===== src/rtl/enum_type.sv =====
// Shared event codes, message characters and byte-formatting helpers for the UART reporter.
package enum_type;

    localparam int unsigned VALUE_W = 16;
    localparam int unsigned BCD_W   = 20;
    localparam int unsigned BYTE_W  = 8;
    localparam int unsigned IDX_W   = 3;

    typedef enum logic [2:0] {
        REP_START = 3'd0,
        REP_OVER  = 3'd1,
        REP_SCORE = 3'd2,
        REP_LINES = 3'd3,
        REP_HOLD  = 3'd4
    } report_type;

    typedef struct packed {
        report_type         code;
        logic [VALUE_W-1:0] value;
    } event_t;

    localparam logic [BYTE_W-1:0] CHAR_CR   = 8'h0D;
    localparam logic [BYTE_W-1:0] CHAR_LF   = 8'h0A;
    localparam logic [BYTE_W-1:0] CHAR_ZERO = 8'h30;
    localparam logic [BYTE_W-1:0] CHAR_S    = 8'h53;
    localparam logic [BYTE_W-1:0] CHAR_O    = 8'h4F;
    localparam logic [BYTE_W-1:0] CHAR_P    = 8'h50;
    localparam logic [BYTE_W-1:0] CHAR_L    = 8'h4C;
    localparam logic [BYTE_W-1:0] CHAR_H    = 8'h48;
    localparam logic [BYTE_W-1:0] CHAR_UNK  = 8'h3F;

    function automatic logic [BYTE_W-1:0] code_letter(input report_type code);
        logic [BYTE_W-1:0] l;
        case (code)
            REP_START: l = CHAR_S;
            REP_OVER:  l = CHAR_O;
            REP_SCORE: l = CHAR_P;
            REP_LINES: l = CHAR_L;
            REP_HOLD:  l = CHAR_H;
            default:   l = CHAR_UNK;
        endcase
        return l;
    endfunction

    function automatic logic [BYTE_W-1:0] digit_char(input logic [3:0] d);
        return CHAR_ZERO + BYTE_W'(d);
    endfunction

    // Byte idx of the 8-byte message: letter, five digits MSD first, CR, LF.
    function automatic logic [BYTE_W-1:0] msg_byte(input report_type         code,
                                                   input logic [BCD_W-1:0]   bcd,
                                                   input logic [IDX_W-1:0]   idx);
        logic [BYTE_W-1:0] b;
        case (idx)
            3'd0:    b = code_letter(code);
            3'd1:    b = digit_char(bcd[19:16]);
            3'd2:    b = digit_char(bcd[15:12]);
            3'd3:    b = digit_char(bcd[11:8]);
            3'd4:    b = digit_char(bcd[7:4]);
            3'd5:    b = digit_char(bcd[3:0]);
            3'd6:    b = CHAR_CR;
            default: b = CHAR_LF;
        endcase
        return b;
    endfunction

endpackage


===== src/rtl/bin2bcd.sv =====
// Sequential double-dabble converter: 16-bit binary to five BCD digits in exactly 16 cycles.
module bin2bcd
    import enum_type::*;
(
    input  logic               clk,
    input  logic               reset_n,
    input  logic               i_start,
    input  logic [VALUE_W-1:0] i_bin,
    output logic               o_done,
    output logic [BCD_W-1:0]   o_bcd
);

    localparam int unsigned SR_W   = BCD_W + VALUE_W;
    localparam int unsigned DIGITS = BCD_W / 4;
    localparam int unsigned CNT_W  = 4;

    logic [SR_W-1:0]  r_sr;
    logic [CNT_W-1:0] r_cnt;
    logic             r_active;
    logic             r_done;

    // One shift-and-add-3 iteration over the combined {bcd, binary} register.
    function automatic logic [SR_W-1:0] dd_step(input logic [SR_W-1:0] sr);
        logic [SR_W-1:0] t;
        t = sr;
        for (int d = 0; d < int'(DIGITS); d++) begin
            if (t[VALUE_W + 4*d +: 4] >= 4'd5)
                t[VALUE_W + 4*d +: 4] = t[VALUE_W + 4*d +: 4] + 4'd3;
        end
        return {t[SR_W-2:0], 1'b0};
    endfunction

    // The start cycle performs the first iteration, so done lands 16 cycles after start.
    always_ff @(posedge clk or negedge reset_n) begin
        if (!reset_n) begin
            r_sr     <= '0;
            r_cnt    <= '0;
            r_active <= 1'b0;
            r_done   <= 1'b0;
        end else begin
            r_done <= 1'b0;
            if (i_start) begin
                r_sr     <= dd_step({BCD_W'(0), i_bin});
                r_cnt    <= CNT_W'(1);
                r_active <= 1'b1;
            end else if (r_active) begin
                r_sr  <= dd_step(r_sr);
                r_cnt <= r_cnt + CNT_W'(1);
                if (r_cnt == CNT_W'(VALUE_W - 1)) begin
                    r_active <= 1'b0;
                    r_done   <= 1'b1;
                end
            end
        end
    end

    assign o_done = r_done;
    assign o_bcd  = r_sr[SR_W-1:VALUE_W];

endmodule


===== src/rtl/uart_reporter.sv =====
// Queues game events and streams each as an 8-byte ASCII line ("P01234\r\n") to an external UART.
module uart_reporter
    import enum_type::*;
#(
    parameter int unsigned FIFO_DEPTH = 8
) (
    input  logic               clk,
    input  logic               reset_n,
    input  logic               ev_valid,
    input  report_type         ev_code,
    input  logic [VALUE_W-1:0] ev_value,
    input  logic               is_transmitting,
    output logic               transmit,
    output logic [BYTE_W-1:0]  tx_byte,
    output logic               busy,
    output logic [7:0]         drop_cnt
);

    localparam int unsigned PTR_W = $clog2(FIFO_DEPTH);
    localparam int unsigned CNT_W = $clog2(FIFO_DEPTH) + 1;

    typedef enum logic [2:0] {
        IDLE,
        CONVERT,
        SEND,
        WAIT_START,
        WAIT_DONE
    } state_t;

    event_t            r_mem [FIFO_DEPTH];
    logic [PTR_W-1:0]  r_wr_ptr;
    logic [PTR_W-1:0]  r_rd_ptr;
    logic [CNT_W-1:0]  r_count;
    logic [7:0]        r_drop_cnt;

    state_t            r_state;
    report_type        r_code;
    logic [BCD_W-1:0]  r_bcd;
    logic [IDX_W-1:0]  r_idx;
    logic              r_transmit;
    logic [BYTE_W-1:0] r_tx_byte;

    logic              w_push;
    logic              w_pop;
    event_t            w_head;
    logic              w_conv_done;
    logic [BCD_W-1:0]  w_bcd;

    // Space is judged on the count before this edge; a same-cycle pop does not help.
    assign w_push = ev_valid && (r_count < CNT_W'(FIFO_DEPTH));
    assign w_pop  = (r_state == IDLE) && (r_count != '0);
    assign w_head = r_mem[r_rd_ptr];

    always_ff @(posedge clk) begin
        if (w_push)
            r_mem[r_wr_ptr] <= '{code: ev_code, value: ev_value};
    end

    always_ff @(posedge clk or negedge reset_n) begin
        if (!reset_n) begin
            r_wr_ptr   <= '0;
            r_rd_ptr   <= '0;
            r_count    <= '0;
            r_drop_cnt <= '0;
        end else begin
            if (w_push)
                r_wr_ptr <= r_wr_ptr + PTR_W'(1);
            if (w_pop)
                r_rd_ptr <= r_rd_ptr + PTR_W'(1);
            case ({w_push, w_pop})
                2'b10:   r_count <= r_count + CNT_W'(1);
                2'b01:   r_count <= r_count - CNT_W'(1);
                default: r_count <= r_count;
            endcase
            if (ev_valid && !w_push && (r_drop_cnt != 8'hFF))
                r_drop_cnt <= r_drop_cnt + 8'd1;
        end
    end

    // Conversion starts on the pop edge itself so the first byte is ready 18 cycles after the push.
    bin2bcd u_bin2bcd (
        .clk     (clk),
        .reset_n (reset_n),
        .i_start (w_pop),
        .i_bin   (w_head.value),
        .o_done  (w_conv_done),
        .o_bcd   (w_bcd)
    );

    always_ff @(posedge clk or negedge reset_n) begin
        if (!reset_n) begin
            r_state    <= IDLE;
            r_code     <= REP_START;
            r_bcd      <= '0;
            r_idx      <= '0;
            r_transmit <= 1'b0;
            r_tx_byte  <= '0;
        end else begin
            r_transmit <= 1'b0;
            case (r_state)
                IDLE: begin
                    if (w_pop) begin
                        r_code  <= w_head.code;
                        r_state <= CONVERT;
                    end
                end
                CONVERT: begin
                    if (w_conv_done) begin
                        r_bcd   <= w_bcd;
                        r_idx   <= '0;
                        r_state <= SEND;
                    end
                end
                SEND: begin
                    if (!is_transmitting) begin
                        r_transmit <= 1'b1;
                        r_tx_byte  <= msg_byte(r_code, r_bcd, r_idx);
                        r_state    <= WAIT_START;
                    end
                end
                WAIT_START: begin
                    if (is_transmitting)
                        r_state <= WAIT_DONE;
                end
                WAIT_DONE: begin
                    if (!is_transmitting) begin
                        if (r_idx == IDX_W'(7)) begin
                            r_state <= IDLE;
                        end else begin
                            r_idx   <= r_idx + IDX_W'(1);
                            r_state <= SEND;
                        end
                    end
                end
                default: r_state <= IDLE;
            endcase
        end
    end

    assign transmit = r_transmit;
    assign tx_byte  = r_tx_byte;
    assign drop_cnt = r_drop_cnt;
    assign busy     = (r_state != IDLE) || (r_count != '0);

endmodule


===== config.mk =====
export PLATFORM = sky130hd
export DESIGN_NAME = uart_reporter
export DESIGN_NICKNAME = d
export VERILOG_FILES = /design/src/rtl/enum_type.sv /design/src/rtl/bin2bcd.sv /design/src/rtl/uart_reporter.sv
export SDC_FILE = /design/constraint.sdc
export NUM_CORES = 1
export LEC_CHECK = 0
export ABC_CLOCK_PERIOD_IN_PS = 7750
export CORE_UTILIZATION = 25
export CTS_BUF_LIST = sky130_fd_sc_hd__clkbuf_8
export DETAILED_ROUTE_END_ITERATION = 12
export GPL_ROUTABILITY_DRIVEN = 0
export GPL_TIMING_DRIVEN = 1
export PLACE_DENSITY_LB_ADDON = 0.3
export SYNTH_ARGS = -nofsm -noshare
export SYNTH_HDL_FRONTEND = slang
export SYNTH_SLANG_ARGS = --single-unit

===== constraint.sdc =====
create_clock -name clk -period 7.75 [get_ports clk]
set_clock_uncertainty 0.2 [all_clocks]
set_input_delay 1.55 -clock clk [delete_from_list [all_inputs] [get_ports clk]]
set_output_delay 1.55 -clock clk [all_outputs]
set_load 0.01 [all_outputs]

==> Yosys cells after proc, flatten, opt, wreduce, memory -nomap -nowiden <==
Memory sizes are Yosys's and may differ from the RTL's.
Cells that the tools add are included.
{ "word_totals": {"register_bits": 98, "ramBits": 152, "in_bits": 23, "output_inout_bits": 18, "elab_cells": 116, "mem_count": 1} }
{ "op_classes": {"n_addsub": 17, "n_lt_le_gt_ge": 6, "eq_ne": 25, "n_mux": 33, "bitwise": 1, "n_reduce_logical": 19} }
{ "mem_list": {"columns": ["memory", "words", "word_bits", "rd", "rd_clocked_by_memory_dff", "write_ports", "line_no", "text"], "rows": [
  ["r_mem", 8, 19, 1, 0, 1, "uart_reporter.sv:30", "event_t r_mem [FIFO_DEPTH];"]
]} }
{ "op_table": {"columns": ["cell", "n"], "rows": [
  ["two-way mux 36 bit", 2],
  ["case mux 8 bit (7 select lines)", 1],
  ["adder 6 x 4 -> 7 bit, first input constant", 5],
  ["case mux 7 bit (5 select lines)", 1],
  ["two-way mux 3 bit", 9],
  ["two-way mux 4 bit", 6],
  [">= comparator 4 x 3 -> 1 bit, second input constant", 5],
  ["equality test 3 x 2 -> 1 bit, second input constant", 6],
  ["equality test 3 bit, second input constant", 6],
  ["adder 4 x 2 -> 4 bit, second input constant", 4],
  ["case mux 3 bit (5 select lines)", 1],
  ["two-way mux 1 bit", 10],
  ["inequality test 2 bit, second input constant", 5],
  ["adder 3 x 1 -> 3 bit, second input constant", 3],
  ["equality test 3 x 1 -> 1 bit, second input constant", 3],
  ["logical NOT 3 bit", 3],
  ["adder 4 x 1 -> 4 bit, second input constant", 2],
  ["adder 8 x 1 -> 8 bit, second input constant", 1],
  ["inequality test 8 bit, second input constant", 1],
  ["case mux 4 bit (2 select lines)", 1],
  ["case mux 3 bit (2 select lines)", 1],
  ["AND reduction 2 bit", 3],
  ["nonzero test 2 bit", 3],
  ["AND reduction 5 bit", 1],
  ["other kinds (15)", 18]
]} }

==> Logic depth before layout (Yosys ltp) <==
Gate-level depths: netlist of the first run.
{ "logic_depth": {"depth_word": 5, "depth_mapped": 13} }

==> Modules after synthesis <==
From an unflattened synthesis of the first run, not the netlist that was laid out.
{ "hier_totals": {"cells_unflattened": 702, "hier_area_um2": 10824.1} }
{ "modules_own_cells": {"columns": ["mod", "instances", "cells_each", "area_each_um2", "seq_area_each_um2"], "rows": [
  ["uart_reporter", 1, 462, 8444.3, 5940.7],
  ["bin2bcd", 1, 240, 2379.8, 1026.0]
]} }

==> Worst setup path before layout of the first run <==
Ideal clock, no wire load.
{ "synth_timing": {"kind": "input to register", "startpoint": "input ev_valid", "endpoint": "memory r_mem[0][0] in the netlist's numbering (enable)", "arrival_time_ps": 3368, "required_time_ps": 7131, "path_slack_ps": 3763, "path_stages": 3, "n_path_buf": 0, "cell_sequence": "nor2b_1 nand2b_1 nor3_1"} }
{ "synth_between": {"elab_chain_cells": 3} }
{ "synth_lines": {"columns": ["item", "line_no", "text"], "rows": [
  ["from (decl)", "uart_reporter.sv:9", "input logic ev_valid,"],
  ["logical AND 1 bit", "uart_reporter.sv:50", "assign w_push = ev_valid && (r_count < CNT_W'(FIFO_DEPTH));"],
  ["two-way mux 1 bit", "uart_reporter.sv:55", "if (w_push)"],
  ["two-way mux 1 bit (implied by the code)", "uart_reporter.sv:56", "r_mem[r_wr_ptr] <= '{code: ev_code, value: ev_value};"],
  ["to (decl)", "uart_reporter.sv:30", null]
]} }
No other way between the ends.

==> Worst setup path after layout of the first run <==
{ "layout_timing": {"startpoint": "register r_count[3]", "endpoint": "output busy"} }
{ "layout_between": {"elab_chain_cells": 2} }
{ "layout_lines": {"columns": ["item", "line_no", "text"], "rows": [
  ["from (decl)", "uart_reporter.sv:33", "logic [CNT_W-1:0] r_count;"],
  ["from (signal assigned)", "uart_reporter.sv:71", "2'b10: r_count <= r_count + CNT_W'(1);"],
  ["from (signal assigned)", "uart_reporter.sv:72", "2'b01: r_count <= r_count - CNT_W'(1);"],
  ["from (signal assigned)", "uart_reporter.sv:73", "default: r_count <= r_count;"],
  ["nonzero test 4 bit", "uart_reporter.sv:143", "assign busy = (r_state != IDLE) || (r_count != '0);"],
  ["logical OR 1 bit", "uart_reporter.sv:143", null],
  ["to (decl)", "uart_reporter.sv:15", "output logic busy,"]
]} }
No other way between the ends.

==> results of run 1 <==
final cells by class:
cell class / count / area, µm²
Clock inverter: 30 / 140
Clock buffer: 46 / 633
Tap cell: 532 / 666
Sequential cell: 248 / 6970
Inverter: 18 / 67.6
Multi-Input combinational cell: 385 / 3380
Timing Repair Buffer: 47 / 448
Fill cell: 4099 / 28900
synth_stat cells (3+ instances only):
cell      count
mux4_2       38
a211oi_1     19
edfxtp_1    152
a21oi_2       5
nor2b_1      18
xnor2_1      11
buf_4         4
dfrtp_1      96
a21oi_1      32
mux2_2       29
xor2_1       14
nand3_1      13
buf_2        12
or3_1         7
inv_1        16
o21a_1        3
o21ai_0      25
nand2b_1     12
clkbuf_1     12
ha_1         23
nor3_1        9
nor2_1       27
nor3b_1       4
mux2i_1      22
nand2_1      36
logic make-up after synthesis:
family,share of synthesized area
other,0.000356
buffers and inverters,0.0217
AO/OA/AOI/OAI,0.0662
multiplexers,0.133
XOR/XNOR,0.0208
adder cells (fa/ha/maj),0.0273
AND/OR/NAND/NOR,0.0701
flip-flops,0.661
registers in the layout, indices dropped and copies added (netlist names):
register            flops
drop_cnt                8
r_bcd                  20
r_code                  3
r_count                 4
r_idx                   3
r_mem                 152
r_rd_ptr                3
r_state                 3
r_wr_ptr                3
transmit                1
tx_byte                 7
u_bin2bcd.o_done        1
u_bin2bcd.r_active      1
u_bin2bcd.r_cnt         4
u_bin2bcd.r_sr         35
worst min-delay path, cell delays in order, from the launching register on:
cell,delay [ps]
dfrtp_1,340
nand2_1,40
o21ai_0,60
power groups by stage:
stage	Clock (mW)	Combinational, mW	Sequential, mW
CTS	1.12	1.42	1.94
detailed placement	0	1.41	1.96
global route	1.18	1.55	1.98
finish	1.07	1.39	1.94
global placement	0	1.39	1.96
floorplan	0	1.08	1.90
stage by stage:
stage,utilization,setup WS [ps]
global route,0.299,3680
CTS,0.299,3700
finish,0.299,3760
global placement,0.280,3260
floorplan,-,3760
detailed placement,0.280,3230
cells in the final DEF, fill, tap and decap left out, drive strengths merged, types with 23 or more instances in the layout:
cell type        n
clkbuf          46
dfrtp           96
mux2            29
a21oi           38
inv             40
clkdlybuf4s50   38
ha              23
o21ai           25
edfxtp         152
nand2           37
nor2            27
mux4            38
metal layers:
metal | up-vias | wire length (µm) | share of wire
met5 | - | 0 | 0
met4 | 0 | 403 | 0.019
met3 | 36 | 923 | 0.044
met2 | 96 | 9300 | 0.44
met1 | 2870 | 10500 | 0.50
li1 | 2714 | - | -
worst max-delay path by stage:
stage | end | slack [ps] | cells past startpoint
2_1_floorplan | r_mem[0][0] | 3760 | 3
3_3_place_gp | r_mem[6][16] | 3260 | 4
3_5_place_dp | r_mem[7][16] | 3230 | 4
4_1_cts | busy | 3700 | 3
5_1_grt | busy | 3680 | 3
6_report | busy | 3760 | 3
==> impl_metrics.py, run 1 <==
metrics = {
    "detailed_routing": {
        "via_count": 5716,
        "viasPerCell": 4.38,
        "first_iter_violations": 364,
        "wl_mm": 21.1,
        "post_drt_wl_per_cell_um": 16.1,
        "drt_pre_antenna_iters": 5,
        "drc_errors": 0,
        "drt.antenna.violating_nets": 0,
    },
    "placement": {
        "dpl.cell_count": 1230,
        "place_area_um2": 11500,
        "hpwlAfterDp_mm": 12.9,
        "io_buffers": 39,
    },
    "global_routing": {
        "gr-usage-met1": 0.144,
        "antenna_found_initial": 0,
        "globalRouteTotalUtil": 0.100,
        "grt.met3_usage": 0.0238,
        "grt_first_pass_wirelength_mm": 33.8,
        "grt-ovfl-total": 0,
        "grt_pass1_vias": 5855,
        "globalRouteMet2Util": 0.148,
        "grt_max_degree": 63,
        "top_usage_layer": "met2",
    },
    "power_and_ir_drop": {
        "p_sw_mw": 1.48,
        "swShare": 0.336,
        "p_clk_frac": 0.244,
        "pwr-share-comb": 0.315,
        "intPower_mw": 2.92,
        "power_density_nw_per_um2": 357,
        "seqPwrFrac": 0.440,
        "peakVddDrop_mv": 0.130,
        "total_power_mw": 4.40,
        "p_leak_nw": 4.53,
    },
    "synthesis": {
        "synth_nets": 728,
        "yosys.area.top_type": "edfxtp_1",
        "syn_area_per_cell_um2": 15.5,
        "netlist_instances": 682,
        "synth_cell_types": 56,
        "ys_ff_latch": 248,
        "synthTopCellsByArea": "edfxtp_1, dfrtp_1, mux4_2, mux2_2, ha_1",
        "synth_warnings": 0,
        "synth_ff_type": "edfxtp_1",
        "ys_seq_area_frac": 0.661,
        "async_reset_ff_frac": 0.387,
        "netlist.area_leader.share": 0.433,
        "syn_area_um2": 10500,
        "synth_edf_count": 152,
    },
    "critical_path": {
        "r2r_cells": 10,
        "r2r_end": "r_count[2]",
        "path_buf_inv": 1,
        "crit_arrival_ps": 2240,
        "crit_path_cell_trace": "or4_4 > nand2b_1 > clkdlybuf4s50_1",
        "worstSetupEndpointType": "output port",
        "slowest_delay_ps": 600,
        "criticalPathCategory": "flip-flop to output port",
        "critPathMaxFanout": 4,
        "reg2reg_from": "r_count[3]",
        "critical-path-slowest-cell": "or4_4",
        "worstSetupStartpoint": "r_count[3]",
        "crit_required_ps": 6000,
        "crit_family": "simple AND/OR/NAND/NOR gates",
        "critPathLaunchType": "flip-flop",
        "reg2reg_setup_slack_ps": 4330,
    },
    "clock_network": {
        "cts_hold_buf": 0,
        "root_buffer": "clkbuf_8",
        "cts_setup_buffers": 0,
        "cts_made_buffers": 43,
        "cts.sinks": 248,
        "tritoncts": "built",
        "clk_pin_slew_ps": 50,
        "ctsResizeCount": 0,
        "clockBufferDepth": 3,
        "clkLatencyLatePin_ps": 560,
        "cts_max_level": 2,
    },
    "floorplanning": {
        "io_pins": 41,
        "fp.coreArea_um2": 41200,
        "die_y_um": 207,
        "dieArea_um2": 43000,
        "rows": 74,
        "die_w_um": 207,
        "initial_core_util": 0.256,
    },
    "min_path": {
        "hold-path-endpoint": "tx_byte[1]",
        "min_path_cells": 2,
        "hp-start": "tx_byte[1]",
        "hold_class": "flip-flop to flip-flop",
    },
    "timing": {
        "rsz0062_at_grt": "no",
        "finalSetupViolations": 0,
        "holdWs_ps": 277,
        "setup_tns_ps": 0,
        "fin_crit_ps": 3990,
        "min_period_over_period": 0.514,
        "fmax_mhz": 251,
        "tightest_slew_ps": 1080,
        "finalHoldViolations": 0,
        "slew_viol_final": 0,
        "timing.slew.headroom": 0.280,
    },
    "run_status": {
        "status": "completed",
    },
    "cells_and_area": {
        "fin_area_um2": 12300,
        "finalNetCount": 789,
        "diodes": 0,
        "drive_gt1_frac": 0.199,
        "final_cells": 1306,
        "syn2layout_area_growth_pct": 16.6,
    },
    "flow_run": {
        "drv_cap": 0,
    },
}
Power figures use the tool's default switching activity.
==> inputs of run 2 (changes only) <==
--- a/config.mk
+++ b/config.mk
@@ -5,7 +5,7 @@
 export SDC_FILE = /design/constraint.sdc
 export NUM_CORES = 1
 export LEC_CHECK = 0
-export ABC_CLOCK_PERIOD_IN_PS = 7750
+export ABC_CLOCK_PERIOD_IN_PS = 3300
 export CORE_UTILIZATION = 25
 export CTS_BUF_LIST = sky130_fd_sc_hd__clkbuf_8
 export DETAILED_ROUTE_END_ITERATION = 12
==> constraint.sdc (replaced) <==
create_clock -name clk -period 3.3 [get_ports clk]
set_clock_uncertainty 0.2 [all_clocks]
set_input_delay 0.66 -clock clk [delete_from_list [all_inputs] [get_ports clk]]
set_output_delay 0.66 -clock clk [all_outputs]
set_load 0.01 [all_outputs]
==> impl_metrics.py, run 2 (synthesized netlist as in run 1, its figures left out) <==
metrics = {
    "timing": {
        "fin_crit_ps": 3110,
        "slew_viol_final": 0,
        "setup_tns_ps": 0,
        "rsz0062_at_grt": "no",
        "tightest_slew_ps": 865,
        "finalSetupViolations": 0,
        "fmax_mhz": 321,
        "holdWs_ps": 278,
        "min_period_over_period": 0.944,
        "timing.slew.headroom": 0.423,
        "finalHoldViolations": 0,
    },
    "clock_network": {
        "root_buffer": "clkbuf_8",
        "cts.sinks": 248,
        "cts_made_buffers": 43,
        "cts_setup_buffers": 0,
        "tritoncts": "built",
        "cts_max_level": 2,
        "clkLatencyLatePin_ps": 560,
        "clockBufferDepth": 3,
        "clk_pin_slew_ps": 60,
    },
    "detailed_routing": {
        "first_iter_violations": 413,
        "drt.antenna.violating_nets": 0,
        "drt_pre_antenna_iters": 4,
        "drc_errors": 0,
        "via_count": 5753,
        "viasPerCell": 4.36,
        "wl_mm": 21.1,
        "post_drt_wl_per_cell_um": 16.0,
    },
    "min_path": {
        "hold_class": "flip-flop to flip-flop",
    },
    "critical_path": {
        "criticalPathCategory": "flip-flop to output port",
        "crit_arrival_ps": 2250,
        "critPathLaunchType": "flip-flop",
        "worstSetupEndpointType": "output port",
        "crit_required_ps": 2440,
        "critPathMaxFanout": 4,
    },
    "cells_and_area": {
        "n_fill_cell": 4113,
        "drive_gt1_frac": 0.209,
        "largest_reg_flops": 152,
        "register_area_um2": 6970,
        "diodes": 0,
        "multi_input_area_um2": 3380,
        "finalNetCount": 803,
        "final_common_cell": "edfxtp_1",
        "regMostFlops": "r_mem",
        "syn2layout_area_growth_pct": 17.8,
        "reg.largest.list": "r_mem: 152 flops, u_bin2bcd.r_sr: 35 flops, r_bcd: 20 flops",
        "mostFrequentLayoutCells": "edfxtp_1, dfrtp_1, clkbuf_8",
    },
    "floorplanning": {
        "dieArea_um2": 43000,
        "io_pins": 41,
        "fp.coreArea_um2": 41200,
        "die_w_um": 207,
        "die_y_um": 207,
        "initial_core_util": 0.256,
        "rows": 74,
    },
    "power_and_ir_drop": {
        "p_leak_nw": 4.61,
        "power_density_nw_per_um2": 840,
        "peakVddDrop_mv": 0.339,
    },
    "global_routing": {
        "globalRouteTotalUtil": 0.0997,
        "antenna_found_initial": 0,
        "grt_pass1_vias": 5816,
        "grt_first_pass_wirelength_mm": 33.5,
        "grt-ovfl-total": 0,
        "grt_max_degree": 62,
    },
    "flow_run": {
        "drv_cap": 0,
    },
    "run_status": {
        "status": "completed",
    },
    "placement": {
        "hpwlAfterDp_mm": 13.2,
        "io_buffers": 39,
    },
}
-- run 2: cell types whose count changed in the layout (fill, tap and decap cells not counted) --
cell	delta
inv_1	+1
clkbuf_8	-1
clkinv_1	+1
buf_12	+1
dlygate4sd3_1	+1
clkinvlp_4	-1
buf_4	+12
inv_8	+2
clkinv_2	-1
bufinv_16	+1
clkinv_8	-1
inv_6	-1
-- run 2: path summary, 6_finish.rpt --
path / from / end / slack (ps) / cells after the start
setup / recovery: r_count[3] / busy / 190 / 3
hold / removal: tx_byte[1] / tx_byte[1] / 280 / 2
setup reg to reg: r_count[3] / r_count[2] / 720 / 10
hold reg to reg: tx_byte[1] / tx_byte[1] / 280 / 2
max in group asynchronous: reset_n / u_bin2bcd.r_sr[18] / 1730 / 3
min in group asynchronous: reset_n / r_count[2] / 430 / 2
-- run 2: stage by stage --
| step | worst slack [ps] | utilization | instance area (µm²) | instances | power [mW] |
|---|---|---|---|---|---|
| 2_1_floorplan | 203 | - | 10500 | 682 | 7.00 |
| 3_3_place_gp | 411 | 0.282 | 11600 | 1243 | 7.93 |
| 3_5_place_dp | 396 | 0.282 | 11600 | 1243 | 8.00 |
| 4_1_cts | 99.5 | 0.302 | 12400 | 1320 | 10.7 |
| 5_1_grt | 68.5 | 0.302 | 12400 | 1320 | 11.2 |
| 6_report | 186 | 0.302 | 12400 | 1320 | 10.4 |
-- run 2: what timing repair did --
action | 4_1_cts | 5_1_grt
gates resized for setup | 0 | 0
endpoints found under the hold margin | 35 | 0
hold buffers | 1 | 0
-- run 2: where the power goes --
part / total [mW] / switching, mW / leakage [nW] / internal (mW)
sequential: 4.71 / 0.671 / 2.59 / 4.04
combinational: 3.14 / 1.56 / 1.55 / 1.59
clock: 2.58 / 1.24 / 0.477 / 1.34
total: 10.4 / 3.47 / 4.61 / 6.97
-- run 2: metal layers --
metal	global-route usage	routed length (µm)
met1	0.143	10600
met4	0.0309	365
met5	0	0
met3	0.0253	887
met2	0.146	9190
-- run 2: layout make-up --
class	instances	share of cell area
flip-flops and latches	248	0.561
multi-input cells	385	0.272
well taps	532	0.0536
clock buffers	45	0.0498
repair buffers	61	0.0457
clock inverters	31	0.0131
inverters	18	0.00544
-- run 2: critical path, stage by stage (launching register included) --
cell and delay (ps):
dfrtp_1 430, or4_4 600, nand2b_1 180, clkdlybuf4s50_1 500
